<file path="src/rtl/hazard_ctrl_pkg.sv">
// Shared definitions for the hazard controller: enable literals, address width,
// x0 constant and the hazard-type debug encoding.
`ifndef HAZARD_CTRL_DEFS
`define HAZARD_CTRL_DEFS
`define funEnable  1'b1
`define funDisable 1'b0
`endif

package hazard_ctrl_pkg;

    localparam int HC_REG_AW = 5;
    localparam logic [HC_REG_AW-1:0] REG_ZERO = '0;

    typedef enum logic [1:0] {
        HZ_NONE  = 2'd0,
        HZ_LOAD  = 2'd1,
        HZ_SCORE = 2'd2,
        HZ_FLUSH = 2'd3
    } hazard_e;

endpackage

</file>
<file path="src/rtl/hazard_ctrl_if.sv">
// ID/EX-side hazard bus: pipeline-stage register info in, hold/flush controls out.
interface hazard_ctrl_if
    import hazard_ctrl_pkg::*;
#(
    parameter int AW = HC_REG_AW
);
    logic [AW-1:0] ifid_reg1_raddr;
    logic          ifid_reg1_ren;
    logic [AW-1:0] ifid_reg2_raddr;
    logic          ifid_reg2_ren;
    logic [AW-1:0] ifid_reg_waddr;
    logic          ifid_reg_wena;
    logic [AW-1:0] idex_reg_waddr;
    logic          idex_mem_rena;
    logic          lu_issue;
    logic [AW-1:0] lu_issue_waddr;
    logic          lu_done;
    logic [AW-1:0] lu_done_waddr;
    logic          ex_branch_taken;
    logic          pc_hold;
    logic          ifid_hold;
    logic          idex_bubble;
    logic          ifid_flush;
    logic          lu_full;
    hazard_e       hz_type;

    modport master (
        output ifid_reg1_raddr, ifid_reg1_ren, ifid_reg2_raddr, ifid_reg2_ren,
               ifid_reg_waddr, ifid_reg_wena, idex_reg_waddr, idex_mem_rena,
               lu_issue, lu_issue_waddr, lu_done, lu_done_waddr, ex_branch_taken,
        input  pc_hold, ifid_hold, idex_bubble, ifid_flush, lu_full, hz_type
    );

    modport slave (
        input  ifid_reg1_raddr, ifid_reg1_ren, ifid_reg2_raddr, ifid_reg2_ren,
               ifid_reg_waddr, ifid_reg_wena, idex_reg_waddr, idex_mem_rena,
               lu_issue, lu_issue_waddr, lu_done, lu_done_waddr, ex_branch_taken,
        output pc_hold, ifid_hold, idex_bubble, ifid_flush, lu_full, hz_type
    );
endinterface

</file>
<file path="src/rtl/hazard_ctrl_scoreboard.sv">
// Pending-write scoreboard for long-latency ops: one bit per register plus an
// in-flight counter; RAW/WAW lookup is combinational on registered state.
module hazard_scoreboard #(
    parameter int REG_AW          = 5,
    parameter int NUM_REGS        = 32,
    parameter int MAX_OUTSTANDING = 4
) (
    input  logic              clk,
    input  logic              rst,
    input  logic              issue_i,
    input  logic [REG_AW-1:0] issue_waddr_i,
    input  logic              done_i,
    input  logic [REG_AW-1:0] done_waddr_i,
    input  logic [REG_AW-1:0] rs1_i,
    input  logic              rs1_ren_i,
    input  logic [REG_AW-1:0] rs2_i,
    input  logic              rs2_ren_i,
    input  logic [REG_AW-1:0] wd_i,
    input  logic              wena_i,
    output logic              raw_o,
    output logic              waw_o,
    output logic              full_o
);
    localparam int CW = $clog2(MAX_OUTSTANDING + 1);

    logic [NUM_REGS-1:0] sb_q, sb_d;
    logic [CW-1:0]       outst_q, outst_d;
    logic                iss_eff, done_eff;

    assign full_o   = (outst_q == CW'(MAX_OUTSTANDING));
    assign iss_eff  = issue_i && !full_o;
    assign done_eff = done_i && (outst_q != '0);

    // Clear before set so a same-cycle issue/done to one register leaves it pending.
    always_comb begin
        sb_d = sb_q;
        if (done_i)
            sb_d[done_waddr_i] = 1'b0;
        if (iss_eff)
            sb_d[issue_waddr_i] = 1'b1;
        sb_d[0] = 1'b0;
        outst_d = outst_q;
        if (iss_eff && !done_eff)
            outst_d = outst_q + CW'(1);
        else if (!iss_eff && done_eff)
            outst_d = outst_q - CW'(1);
    end

    always_ff @(posedge clk) begin
        if (rst) begin
            sb_q    <= '0;
            outst_q <= '0;
        end else begin
            sb_q    <= sb_d;
            outst_q <= outst_d;
        end
    end

    assign raw_o = (rs1_ren_i && (rs1_i != '0) && sb_q[rs1_i]) ||
                   (rs2_ren_i && (rs2_i != '0) && sb_q[rs2_i]);
    assign waw_o = wena_i && (wd_i != '0) && sb_q[wd_i];

`ifndef SYNTHESIS
    issue_not_full_a: assert property (@(posedge clk) disable iff (rst) !(issue_i && full_o));
`endif
endmodule

</file>
<file path="src/rtl/hazard_ctrl.sv">
// Pipeline hazard controller: load-use stall counter, long-latency scoreboard stall and
// branch flush. Outputs are combinational from state + inputs. Optional HAZARD_PERF_CNT_EN.
module hazard_ctrl
    import hazard_ctrl_pkg::*;
#(
    parameter int REG_AW          = HC_REG_AW,
    parameter int NUM_REGS        = 32,
    parameter int LOAD_LAT        = 1,
    parameter int MAX_OUTSTANDING = 4
) (
    input  logic        clk,
    input  logic        rst,
    hazard_ctrl_if.slave bus
`ifdef HAZARD_PERF_CNT_EN
    ,
    output logic [31:0] stall_cnt,
    output logic [31:0] flush_cnt
`endif
);
    localparam int LCW = (LOAD_LAT > 1) ? $clog2(LOAD_LAT) : 1;

    logic [LCW-1:0] load_cnt_q, load_cnt_d;
    logic           rst_dly_q;
    logic           quiet, load_hit, load_stall, sb_raw, sb_waw, sb_full;
    logic           pc_hold, idex_bubble, ifid_flush;
    hazard_e        hz_type;

    function automatic logic src_hit(input logic [REG_AW-1:0] src, input logic ren,
                                     input logic [REG_AW-1:0] addr);
        return ren && (src != REG_AW'(REG_ZERO)) && (src == addr);
    endfunction

    hazard_scoreboard #(
        .REG_AW(REG_AW), .NUM_REGS(NUM_REGS), .MAX_OUTSTANDING(MAX_OUTSTANDING)
    ) u_sb (
        .clk(clk), .rst(rst),
        .issue_i(bus.lu_issue), .issue_waddr_i(bus.lu_issue_waddr),
        .done_i(bus.lu_done), .done_waddr_i(bus.lu_done_waddr),
        .rs1_i(bus.ifid_reg1_raddr), .rs1_ren_i(bus.ifid_reg1_ren),
        .rs2_i(bus.ifid_reg2_raddr), .rs2_ren_i(bus.ifid_reg2_ren),
        .wd_i(bus.ifid_reg_waddr), .wena_i(bus.ifid_reg_wena),
        .raw_o(sb_raw), .waw_o(sb_waw), .full_o(sb_full)
    );

    // Outputs stay silent in the reset cycle and the one after it.
    assign quiet    = rst || rst_dly_q;
    assign load_hit = !quiet && (load_cnt_q == '0) && bus.idex_mem_rena &&
                      (bus.idex_reg_waddr != REG_AW'(REG_ZERO)) &&
                      (src_hit(bus.ifid_reg1_raddr, bus.ifid_reg1_ren, bus.idex_reg_waddr) ||
                       src_hit(bus.ifid_reg2_raddr, bus.ifid_reg2_ren, bus.idex_reg_waddr));
    assign load_stall = load_hit || (load_cnt_q != '0);

    always_comb begin
        pc_hold     = `funDisable;
        idex_bubble = `funDisable;
        ifid_flush  = `funDisable;
        hz_type     = HZ_NONE;
        if (!quiet) begin
            if (bus.ex_branch_taken) begin
                ifid_flush  = `funEnable;
                idex_bubble = `funEnable;
                hz_type     = HZ_FLUSH;
            end else if (load_stall) begin
                pc_hold     = `funEnable;
                idex_bubble = `funEnable;
                hz_type     = HZ_LOAD;
            end else if (sb_raw || sb_waw) begin
                pc_hold     = `funEnable;
                idex_bubble = `funEnable;
                hz_type     = HZ_SCORE;
            end
        end
    end

    always_comb begin
        load_cnt_d = '0;
        if (bus.ex_branch_taken)
            load_cnt_d = '0;
        else if (load_cnt_q != '0)
            load_cnt_d = load_cnt_q - LCW'(1);
        else if (load_hit)
            load_cnt_d = LCW'(LOAD_LAT - 1);
    end

    always_ff @(posedge clk) begin
        if (rst) begin
            load_cnt_q <= '0;
            rst_dly_q  <= 1'b1;
        end else begin
            load_cnt_q <= load_cnt_d;
            rst_dly_q  <= 1'b0;
        end
    end

    assign bus.pc_hold     = pc_hold;
    assign bus.ifid_hold   = pc_hold;
    assign bus.idex_bubble = idex_bubble;
    assign bus.ifid_flush  = ifid_flush;
    assign bus.lu_full     = sb_full && !quiet;
    assign bus.hz_type     = hz_type;

`ifdef HAZARD_PERF_CNT_EN
    logic [31:0] stall_cnt_q, flush_cnt_q;

    always_ff @(posedge clk) begin
        if (rst) begin
            stall_cnt_q <= '0;
            flush_cnt_q <= '0;
        end else begin
            if (pc_hold)
                stall_cnt_q <= stall_cnt_q + 32'd1;
            if (bus.ex_branch_taken)
                flush_cnt_q <= flush_cnt_q + 32'd1;
        end
    end

    assign stall_cnt = stall_cnt_q;
    assign flush_cnt = flush_cnt_q;
`endif
endmodule

</file>
<file path="src/flat_wrapper.sv">
// flat-port wrapper written by rule: the top's interface ports become plain ports
module hazard_ctrl_flat import hazard_ctrl_pkg::*;
#(
    parameter int REG_AW          = HC_REG_AW,
    parameter int NUM_REGS        = 32,
    parameter int LOAD_LAT        = 1,
    parameter int MAX_OUTSTANDING = 4
)
  (clk, rst, bus_ifid_reg1_raddr, bus_ifid_reg1_ren, bus_ifid_reg2_raddr, bus_ifid_reg2_ren, bus_ifid_reg_waddr, bus_ifid_reg_wena, bus_idex_reg_waddr, bus_idex_mem_rena, bus_lu_issue, bus_lu_issue_waddr, bus_lu_done, bus_lu_done_waddr, bus_ex_branch_taken, bus_pc_hold, bus_ifid_hold, bus_idex_bubble, bus_ifid_flush, bus_lu_full, bus_hz_type);
  hazard_ctrl_if #(.AW(5)) bus_i ();
  input  logic clk;
  input  logic rst;
  input wire logic [$bits(bus_i.ifid_reg1_raddr)-1:0] bus_ifid_reg1_raddr;
  input wire logic [$bits(bus_i.ifid_reg1_ren)-1:0] bus_ifid_reg1_ren;
  input wire logic [$bits(bus_i.ifid_reg2_raddr)-1:0] bus_ifid_reg2_raddr;
  input wire logic [$bits(bus_i.ifid_reg2_ren)-1:0] bus_ifid_reg2_ren;
  input wire logic [$bits(bus_i.ifid_reg_waddr)-1:0] bus_ifid_reg_waddr;
  input wire logic [$bits(bus_i.ifid_reg_wena)-1:0] bus_ifid_reg_wena;
  input wire logic [$bits(bus_i.idex_reg_waddr)-1:0] bus_idex_reg_waddr;
  input wire logic [$bits(bus_i.idex_mem_rena)-1:0] bus_idex_mem_rena;
  input wire logic [$bits(bus_i.lu_issue)-1:0] bus_lu_issue;
  input wire logic [$bits(bus_i.lu_issue_waddr)-1:0] bus_lu_issue_waddr;
  input wire logic [$bits(bus_i.lu_done)-1:0] bus_lu_done;
  input wire logic [$bits(bus_i.lu_done_waddr)-1:0] bus_lu_done_waddr;
  input wire logic [$bits(bus_i.ex_branch_taken)-1:0] bus_ex_branch_taken;
  output wire logic [$bits(bus_i.pc_hold)-1:0] bus_pc_hold;
  output wire logic [$bits(bus_i.ifid_hold)-1:0] bus_ifid_hold;
  output wire logic [$bits(bus_i.idex_bubble)-1:0] bus_idex_bubble;
  output wire logic [$bits(bus_i.ifid_flush)-1:0] bus_ifid_flush;
  output wire logic [$bits(bus_i.lu_full)-1:0] bus_lu_full;
  output wire logic [$bits(bus_i.hz_type)-1:0] bus_hz_type;
  assign bus_i.ifid_reg1_raddr = bus_ifid_reg1_raddr;
  assign bus_i.ifid_reg1_ren = bus_ifid_reg1_ren;
  assign bus_i.ifid_reg2_raddr = bus_ifid_reg2_raddr;
  assign bus_i.ifid_reg2_ren = bus_ifid_reg2_ren;
  assign bus_i.ifid_reg_waddr = bus_ifid_reg_waddr;
  assign bus_i.ifid_reg_wena = bus_ifid_reg_wena;
  assign bus_i.idex_reg_waddr = bus_idex_reg_waddr;
  assign bus_i.idex_mem_rena = bus_idex_mem_rena;
  assign bus_i.lu_issue = bus_lu_issue;
  assign bus_i.lu_issue_waddr = bus_lu_issue_waddr;
  assign bus_i.lu_done = bus_lu_done;
  assign bus_i.lu_done_waddr = bus_lu_done_waddr;
  assign bus_i.ex_branch_taken = bus_ex_branch_taken;
  assign bus_pc_hold = bus_i.pc_hold;
  assign bus_ifid_hold = bus_i.ifid_hold;
  assign bus_idex_bubble = bus_i.idex_bubble;
  assign bus_ifid_flush = bus_i.ifid_flush;
  assign bus_lu_full = bus_i.lu_full;
  assign bus_hz_type = bus_i.hz_type;
  hazard_ctrl #(.REG_AW(REG_AW), .NUM_REGS(NUM_REGS), .LOAD_LAT(LOAD_LAT), .MAX_OUTSTANDING(MAX_OUTSTANDING)) u_core (.clk(clk), .rst(rst), .bus(bus_i));
endmodule
</file>
<file path="config.mk">
export PLATFORM = sky130hd
export DESIGN_NAME = hazard_ctrl_flat
export DESIGN_NICKNAME = d
export VERILOG_FILES = /design/src/rtl/hazard_ctrl_pkg.sv /design/src/rtl/hazard_ctrl_if.sv /design/src/rtl/hazard_ctrl_scoreboard.sv /design/src/rtl/hazard_ctrl.sv /design/src/flat_wrapper.sv
export SDC_FILE = /design/constraint.sdc
export NUM_CORES = 1
export LEC_CHECK = 0
export CAP_MARGIN = 20
export CORE_MARGIN = 4
export CORE_UTILIZATION = 53
export DETAILED_ROUTE_END_ITERATION = 8
export GPL_TIMING_DRIVEN = 1
export PLACE_DENSITY = 0.81
export SYNTH_ARGS = -nofsm -noshare
export SYNTH_HDL_FRONTEND = slang
export SYNTH_HIERARCHICAL = 1
export SYNTH_SLANG_ARGS = --single-unit
</file>
<file path="constraint.sdc">
create_clock -name clk -period 3.45 [get_ports clk]
set_input_delay 0.69 -clock clk [delete_from_list [all_inputs] [get_ports clk]]
set_output_delay 0.69 -clock clk [all_outputs]
set_load 0.1 [all_outputs]
</file>
# [Word-level counts from Yosys, hierarchy flattened]
# Cells that the tools add are included.
# W data, S select, Z words.
[word_totals] regBits=37 elab_cells=84
[classes] addsub=3 order_cmp=7 eq_ne=3 mux=27 n_bitwise=4 reduce_logical=35
[ops] op="$mux W32" count=2
[ops] op="$and A32 B32 Y32" count=1
[ops] op="$not A32 Y32" count=1
[ops] op="$or A32 B32 Y32" count=1
[ops] op="$lt A5 B6 Y1 const B" count=5
[ops] op="$reduce_bool A5 Y1" count=4
[ops] op="$logic_and A1 B1 Y1" count=19
[ops] op="$bmux W1 S5" count=3
[ops] op="$mux W1" count=14
[ops] op="$demux W1 S5" count=2
[ops] op="$eq A5 B5 Y1" count=2
[ops] op="$ge A5 B1 Y1 const B" count=2
[ops] op="$mux W2" count=4
[ops] op="$mux W3" count=2
[ops] op="$logic_or A1 B1 Y1" count=5
[ops] op="$logic_not A1 Y1" count=4
[ops] op="$add A3 B1 Y3 const B" count=1
[ops] op="$eq A3 B3 Y1 const B" count=1
[ops] op="$reduce_bool A3 Y1" count=1
[ops] op="$reduce_or A3 Y1" count=1
[ops] op="$sub A3 B1 Y3 const B" count=1
[ops] op="$reduce_bool A2 Y1" count=1
[ops] op="$not A1 Y1" count=1
[ops] op="$sub A1 B1 Y1 const B" count=1

# [Longest topological paths before layout]
# Gate-level depths: netlist of the first run.
[depth] word_depth=10 mapped_depth=9 mapped_depth_nobuf=9

# [Modules after synthesis]
# Netlist of the first run, hierarchy kept.
[modules_own_cells] module="hazard_scoreboard" instances=1 cells_per_inst=233 area_each_um2=2237.1
[modules_own_cells] module="hazard_ctrl" instances=1 cells_per_inst=35 area_each_um2=292.8

# [Least setup slack after synthesis of the first run]
# Ideal clock, no wire load.
[synth_timing] path_kind="input to output" from="in bus_ifid_reg1_raddr[1]" to="out bus_pc_hold" arrival_ps=3793 required_time_ps=2760 slack_ps=-1033 stages=8 n_path_buf=2 cell_sequence="buf_6 mux2i_1 mux4_2 mux4_2 o22ai_1 nor3_1 a2111oi_4 buf_4"
[synth_via] elab_chain_cells=9
[synth_rtl] element="start: declaration" line_no="flat_wrapper.sv:13" text="input wire logic [$bits(bus_i.ifid_reg1_raddr)-1:0] bus_ifid_reg1_raddr;"
[synth_rtl] element="$bmux W1 S5 or $reduce_bool A5 Y1 (tied branches)" line_no="hazard_ctrl_scoreboard.sv:59" text="assign raw_o = (rs1_ren_i && (rs1_i != '0) && sb_q[rs1_i]) ||"
[synth_rtl] element="$mux W1 (implied by the code) or $logic_and A1 B1 Y1 (tied branches)" line_no="hazard_ctrl_scoreboard.sv:59"
[synth_rtl] element="$logic_and A1 B1 Y1 *" line_no="hazard_ctrl_scoreboard.sv:59"
[synth_rtl] element="$logic_or A1 B1 Y1 *" line_no="hazard_ctrl_scoreboard.sv:59"
[synth_rtl] element="via u_core.sb_raw" line_no="hazard_ctrl.sv:24" text="logic quiet, load_hit, load_stall, sb_raw, sb_waw, sb_full;"
[synth_rtl] element="$logic_or A1 B1 Y1 *" line_no="hazard_ctrl.sv:67" text="end else if (sb_raw || sb_waw) begin"
[synth_rtl] element="$mux W1 *" line_no="hazard_ctrl.sv:67"
[synth_rtl] element="$mux W1 *" line_no="hazard_ctrl.sv:63" text="end else if (load_stall) begin"
[synth_rtl] element="$mux W1 *" line_no="hazard_ctrl.sv:59" text="if (bus.ex_branch_taken) begin"
[synth_rtl] element="$mux W1 *" line_no="hazard_ctrl.sv:58" text="if (!quiet) begin"
[synth_rtl] element="end: declaration" line_no="flat_wrapper.sv:26" text="output wire logic [$bits(bus_i.pc_hold)-1:0] bus_pc_hold;"
# Mark *: on every way through the listed nets, which the timed path passes. The rest lies on a longest branch. The select of a mux whose other input is x is not followed.

# [Worst setup path after layout of the first run]
[layout_timing] from="in bus_ifid_reg1_raddr[1]" to="out bus_ifid_hold"
[layout_via] elab_chain_cells=9
[layout_rtl] element="$bmux W1 S5 or $reduce_bool A5 Y1 (tied branches)" line_no="hazard_ctrl_scoreboard.sv:59"
[layout_rtl] element="$mux W1 (implied by the code) or $logic_and A1 B1 Y1 (tied branches)" line_no="hazard_ctrl_scoreboard.sv:59"
[layout_rtl] element="$logic_and A1 B1 Y1 *" line_no="hazard_ctrl_scoreboard.sv:59"
[layout_rtl] element="$logic_or A1 B1 Y1 *" line_no="hazard_ctrl_scoreboard.sv:59"
[layout_rtl] element="via u_core.sb_raw" line_no="hazard_ctrl.sv:24"
[layout_rtl] element="$logic_or A1 B1 Y1 *" line_no="hazard_ctrl.sv:67"
[layout_rtl] element="$mux W1 *" line_no="hazard_ctrl.sv:67"
[layout_rtl] element="$mux W1 *" line_no="hazard_ctrl.sv:63"
[layout_rtl] element="$mux W1 *" line_no="hazard_ctrl.sv:59"
[layout_rtl] element="$mux W1 *" line_no="hazard_ctrl.sv:58"
[layout_rtl] element="end: declaration" line_no="flat_wrapper.sv:27" text="output wire logic [$bits(bus_i.ifid_hold)-1:0] bus_ifid_hold;"
# Marks and branches as above.

==> results.cfg, run 1 <==
[power]
power_density_mw_per_mm2 = 323
power_mw = 1.12
peakVddDrop_v = 0.000362
p_leak_nw = 1.28

[critical_path]
cp.required_ns = 2.76
crit_fanout = 6
r2r_slack_ns = 1.32
reg2reg_depth = 9
reg2reg_to = u_core/u_sb/outst_q[2]$_SDFFE_PP0P_
critPathCaptureType = output port
worstPathArrival_ns = 2.92
r2r-start = u_core/u_sb/outst_q[0]$_SDFFE_PP0P_
crit_type = in2out
startpoint_type = input port

[drt]
drc = 0
drtIter0Drc = 169
firstDrtPassIters = 6
viasPerCell = 6.48
vias = 2482
wl_um = 7480
wl_met3_um = 684
antenna_left = 0
met2_length_um = 3670
routedWlPerCell_um = 19.5
top_layer_used = met4
met1_length_um = 2980

[final_layout]
final_cell_mix = 39 x nand2_1, 36 x dfxtp_1, 34 x o21ai_0
mostFrequentLayoutCell = nand2_1
fin_nets = 372
drive_gt1_share_pct = 23.0
antenna_cells = 0
fin_util_pct = 77.5
synthToLayoutAreaGrowth_pct = 37.1
n_fill_cell = 296

[sta]
period_needed_ns = 3.61
rsz0062_at_grt = yes
hold_viol = 0
finalCritPeriodShare_pct = 105
tightestPinTransition_ns = 0.909
fin_worst_skew_ns = 0.00539
setup_ws_ns = -0.161
final-setup-viol-count = 4
max_freq_ghz = 0.277
slew_headroom_pct = 39.0
maxSlewViolCount = 0

[synth]
netlist_instances = 268
syn_area_per_cell_um2 = 9.44
yosysSeqAreaShare_pct = 28.5
syn_area_mm2 = 0.00253
ys_types = 40
syn_nets = 309
ys_ff_latch = 36
ys_warn_count = 6

[placed_design]
portBuffers = 45
place_congestion = 0.872
dp_slack_ns = -0.602
dp_hpwl_um = 5180

[die]
start_util_pct = 56.5
ioPinCount = 46
rows = 24
die_w_um = 77.1
die_h_um = 77.1
coreArea_mm2 = 0.00447
dieArea_mm2 = 0.00594

[clocking]
cts_root_buffer = clkbuf_8
cts_buffers = 5
cts.sink_count = 36
clk_latency_ns = 0.28
clk_pin_slew_ns = 0.06
htreeDepth = 2
tritoncts = yes
clock_path_buffers = 2
cts_hold_buf = 0

[worst_hold_path]
whs_path_depth = 2
holdPathEnd = u_core/u_sb/outst_q[2]$_SDFFE_PP0P_
min_path_type = reg2reg
min_from = u_core/u_sb/outst_q[2]$_SDFFE_PP0P_

[grt]
grt_max_degree = 36
grt_overflow = 0
grt_antenna_before_repair = 0
track_usage_pct = 25.7
grt_pass1_vias = 2473
grt_pass1_wl_um = 12100

[run]
drv_cap = 0

[outcome]
status = finished, violations left
violations = setup timing
==> per-layer routing <==
layer / vias to the layer above / track usage, %
li1: 1138 / -
met1: 1188 / 32.5
met2: 141 / 43.4
met3: 15 / 5.85
met4: 0 / 8.90
met5: - / 0
==> critical path, cell delays in order <==
cell       delay [ns]
buf_12           0.11
mux2i_1          0.12
mux4_2           0.49
mux4_2           0.51
o22ai_4          0.25
nor3_4           0.06
a2111oi_4        0.45
buf_12           0.23
==> stage by stage <==
stage          TNS, ns  hold WS [ns]  cell area, um^2  cells
6_report        -0.581         0.503             3470    383
5_1_grt         -0.728         0.536             3470    383
4_1_cts         -0.624         0.504             3470    384
3_5_place_dp     -2.37         0.496             3250    370
3_3_place_gp     -1.85         0.480             3250    370
2_1_floorplan    -1.64         0.467             2560    268
==> timing repair <==
action,4_1_cts,5_1_grt
gates cloned,2,0
pin swaps,9,5
setup buffers,6,1
gates resized for setup,37,2
setup endpoints to repair,5,4
==> cells by family (layout without fill, tap and decap cells) <==
family,Yosys count,in the layout,share of synthesized area (%)
buffers and inverters,17,80,3.21
AND/OR/NAND/NOR,85,85,17.3
multiplexers,42,42,29.4
XOR/XNOR,11,11,3.81
flip-flops,36,36,28.5
adder cells (fa/ha/maj),2,2,1.29
AO/OA/AOI/OAI,74,74,16.4
other,1,1,0.148
==> sequential cells by signal (all words and copies together), names as in the netlist <==
register             count
u_core/u_sb/outst_q      3
u_core/u_sb/sb_q        31
u_core/load_cnt_q        1
u_core/rst_dly_q         1
==> cell type report <==
type                       count  area, um^2  area share (%)
clock buffer                   6        72.6            2.09
clock inverter                 1        5.00           0.144
inverter                       4        15.0           0.433
multi-input combinational    215        1790            51.7
sequential                    36         721            20.8
tap                           52        65.1            1.88
timing repair buffer          69         798            23.0
==> Yosys cell counts, drive strengths merged <==
| cell | number | area, um^2 |
|---|---|---|
| or3b | 3 | 26.3 |
| nor2 | 8 | 30.0 |
| and2 | 2 | 12.5 |
| o22ai | 1 | 6.26 |
| nor3 | 4 | 20.0 |
| and3b | 2 | 17.5 |
| nand3b | 6 | 45.0 |
| nor3b | 5 | 37.5 |
| buf | 6 | 40.0 |
| or4 | 2 | 16.3 |
| mux4 | 24 | 563 |
| nand4 | 1 | 6.26 |
| a311oi | 1 | 15.0 |
| xnor2 | 2 | 17.5 |
| nand3 | 4 | 20.0 |
| inv | 4 | 15.0 |
| nor4 | 3 | 25.0 |
| a2111oi | 1 | 27.5 |
| mux2i | 18 | 180 |
| xor2 | 9 | 78.8 |
| fa | 1 | 20.0 |
| o21ai | 35 | 175 |
| ha | 1 | 12.5 |
| dfxtp | 36 | 721 |
| a21boi | 1 | 7.51 |
| a21o | 2 | 15.0 |
| a21oi | 32 | 160 |
| or2 | 1 | 6.26 |
| clkbuf | 7 | 26.3 |
| nand2 | 40 | 150 |
| or3 | 2 | 12.5 |
| o31ai | 1 | 7.51 |
| conb | 1 | 3.75 |
| and3 | 2 | 12.5 |
==> how the worst max path moves through the flow <==
stage	from	endpoint	slack, ns
after floorplan	bus_ifid_reg1_raddr[1]	bus_pc_hold	-0.85
after CTS	bus_ifid_reg1_raddr[1]	bus_ifid_hold	-0.18
after detailed placement	bus_ifid_reg1_raddr[1]	bus_ifid_hold	-0.60
after global routing	bus_ifid_reg1_raddr[1]	bus_ifid_hold	-0.19
final	bus_ifid_reg1_raddr[1]	bus_ifid_hold	-0.16
after global placement	bus_ifid_reg1_raddr[1]	bus_pc_hold	-0.48
==> where the power goes <==
| group | internal [mW] | switching, mW | total, mW |
|---|---|---|---|
| sequential | 0.440 | 0.0283 | 0.468 |
| combinational | 0.183 | 0.189 | 0.372 |
| clock | 0.137 | 0.142 | 0.280 |
Note: power is estimated with default switching activity, not from simulation.
==> inputs of run 2 (changes only) <==
--- a/config.mk
+++ b/config.mk
@@ -5,12 +5,15 @@
 export SDC_FILE = /design/constraint.sdc
 export NUM_CORES = 1
 export LEC_CHECK = 0
+export ABC_CLOCK_PERIOD_IN_PS = 3450
 export CAP_MARGIN = 20
 export CORE_MARGIN = 4
 export CORE_UTILIZATION = 53
+export CTS_CLUSTER_DIAMETER = 200
 export DETAILED_ROUTE_END_ITERATION = 8
 export GPL_TIMING_DRIVEN = 1
 export PLACE_DENSITY = 0.81
+export SETUP_SLACK_MARGIN = 0.02
 export SYNTH_ARGS = -nofsm -noshare
 export SYNTH_HDL_FRONTEND = slang
 export SYNTH_HIERARCHICAL = 1
==> results of run 2 <==
No change in the layout: final DEF, timing and power equal those of run 1.
==> inputs of run 3 (changes only) <==
--- a/config.mk
+++ b/config.mk
@@ -5,14 +5,13 @@
 export SDC_FILE = /design/constraint.sdc
 export NUM_CORES = 1
 export LEC_CHECK = 0
-export ABC_CLOCK_PERIOD_IN_PS = 3450
 export CAP_MARGIN = 20
 export CORE_MARGIN = 4
-export CORE_UTILIZATION = 53
+export CORE_UTILIZATION = 57
 export CTS_CLUSTER_DIAMETER = 200
 export DETAILED_ROUTE_END_ITERATION = 8
 export GPL_TIMING_DRIVEN = 1
-export PLACE_DENSITY = 0.81
+export PLACE_DENSITY = 0.86
 export SETUP_SLACK_MARGIN = 0.02
 export SYNTH_ARGS = -nofsm -noshare
 export SYNTH_HDL_FRONTEND = slang
==> constraint.sdc (replaced) <==
create_clock -name clk -period 4.37 [get_ports clk]
set_input_delay 0.874 -clock clk [delete_from_list [all_inputs] [get_ports clk]]
set_output_delay 0.874 -clock clk [all_outputs]
set_load 0.1 [all_outputs]
==> run 3 against run 2 <==
  * The run now ends clean
  * Global-route usage increased by 1.0 points
  * Flip-flop and latch count unchanged
  * Final area decreased by 4.7%
  * Largest cell class unchanged
==> results.cfg, run 3 (synthesized netlist as in run 1, its figures left out) <==
[critical_path]
crit_type = in2out
worstPathArrival_ns = 3.44
crit_buf_inv = 4
cp.required_ns = 3.50
startpoint_type = input port
path_cells = clkdlybuf4s50_1 > buf_12 > mux4_2 > mux4_2 > nand3b_1 > nand2_1 > nor3_2 > a2111oi_4 > buf_4 > buf_12
max_stage_delay_ns = 0.50
critPathSlowestCell = clkdlybuf4s50_1
critPathCaptureType = output port
crit_fanout = 9
crit_family = multiplexers

[power]
power_density_mw_per_mm2 = 282
clkPwrFrac_pct = 31.3
p_sw_share_pct = 30.8
p_leak_nw = 1.20
combPwrFrac_pct = 28.9
pwr-share-seq_pct = 39.8
peakVddDrop_v = 0.000263
p_sw_uw = 286
p_int_uw = 644

[sta]
tightestPinTransition_ns = 0.950
final-setup-viol-count = 0
period_needed_ns = 4.31
slew_headroom_pct = 36.2
rsz0062_at_grt = no
max_freq_ghz = 0.232
fin_worst_skew_ns = 0.00282
maxSlewViolCount = 0
hold_viol = 0
finalCritPeriodShare_pct = 98.7

[drt]
wl_um = 7120
antenna_left = 0
routedWlPerCell_um = 19.3
viasPerCell = 6.56
drtIter0Drc = 180
vias = 2421
firstDrtPassIters = 5
drc = 0

[final_layout]
final_cell_mix = 40 x nand2_1, 36 x clkdlybuf4s50_1, 36 x dfxtp_1
mostFrequentLayoutCell = nand2_1
max_flop_register = u_core/u_sb/sb_q
largest_reg_flops = 31
synthToLayoutAreaGrowth_pct = 30.6
postLayoutCellArea_mm2 = 0.00330
fin_util_pct = 79.7
drive_gt1_share_pct = 17.6
antenna_cells = 0
fin_nets = 359
largest_registers = u_core/u_sb/sb_q x31, u_core/u_sb/outst_q x3

[placed_design]
dp_hpwl_um = 5140
portBuffers = 45
dpl_cell_area_mm2 = 0.00316
place_congestion = 0.905

[run]
drv_cap = 0

[grt]
grt_pass1_wl_um = 11400
grt_antenna_before_repair = 0
grt_pass1_vias = 2333
grt_overflow = 0
grt_max_degree = 38
track_usage_pct = 26.8

[worst_hold_path]
min_path_type = reg2reg

[die]
coreArea_mm2 = 0.00414
dieArea_mm2 = 0.00557
die_w_um = 74.6
rows = 23
die_h_um = 74.6
ioPinCount = 46
start_util_pct = 61.1

[clocking]
clock_path_buffers = 2
cts_hold_buf = 0
cts_root_buffer = clkbuf_8
cts.sink_count = 36
cts_buffers = 5
clk_pin_slew_ns = 0.07
clk_latency_ns = 0.29
tritoncts = yes
htreeDepth = 2

[outcome]
status = complete, no violations
==> run 3: cell type report <==
type / count / area (um^2)
multi-input combinational: 215 / 1760
inverter: 4 / 15.0
sequential: 36 / 721
fill: 282 / 840
clock buffer: 5 / 68.8
timing repair buffer: 56 / 631
tap: 50 / 62.6
clock inverter: 3 / 42.5
==> run 3: power by group through the flow <==
stage | sequential, mW | combinational, mW | clock, mW
after floorplan | 0.370 | 0.167 | 0
after global placement | 0.375 | 0.255 | 0
after detailed placement | 0.376 | 0.263 | 0
after CTS | 0.369 | 0.264 | 0.294
after global routing | 0.372 | 0.291 | 0.306
final | 0.370 | 0.269 | 0.291
==> run 3: path summary, 6_finish.rpt <==
| check | startpoint | end | slack (ns) | cells past startpoint |
|---|---|---|---|---|
| min | u_core/u_sb/outst_q[2]$_SDFFE_PP0P_ | u_core/u_sb/outst_q[2]$_SDFFE_PP0P_ | 0.50 | 2 |
| max reg2reg | u_core/u_sb/outst_q[0]$_SDFFE_PP0P_ | u_core/u_sb/outst_q[2]$_SDFFE_PP0P_ | 2.22 | 9 |
| min reg2reg | u_core/u_sb/outst_q[2]$_SDFFE_PP0P_ | u_core/u_sb/outst_q[2]$_SDFFE_PP0P_ | 0.50 | 2 |
| max | bus_ifid_reg_waddr[0] | bus_ifid_hold | 0.06 | 10 |
==> run 3: metrics by stage <==
stage                     power (mW)  hold slack [ns]  cells  TNS, ns  worst slack, ns
after floorplan                0.537            0.467    268   -0.307           -0.307
after global placement         0.629            0.479    358        0           0.0345
after detailed placement       0.639            0.493    359   -0.125          -0.0631
after CTS                      0.927            0.502    368        0           0.0784
after global routing           0.970            0.540    369        0           0.0111
final                          0.930            0.499    369        0           0.0557
==> run 3: per-layer routing <==
layer / vias to the layer above / part of all wire (%) / track usage, % / routed length, um
met1: 1168 / 41 / 36.5 / 2910
met3: 16 / 9.2 / 3.34 / 656
met4: 0 / 1.8 / 9.68 / 130
met2: 125 / 48 / 44.2 / 3430
met5: - / 0 / 0 / 0
li1: 1112 / - / - / -
==> run 3: repair_timing <==
item,in CTS,in global routing
pin swaps,1,0
setup endpoints to repair,2,3
buffers inserted,1,0
gates resized for setup,2,5
==> run 3: worst register-to-register path, stage by stage (launching register included) <==
cell and delay [ns]:
dfxtp_1 0.36, or3b_2 0.53, nand2_1 0.15, inv_1 0.07, ha_1 0.22, inv_1 0.07
fa_1 0.17, xor2_1 0.08, or3_1 0.31, a21oi_1 0.14
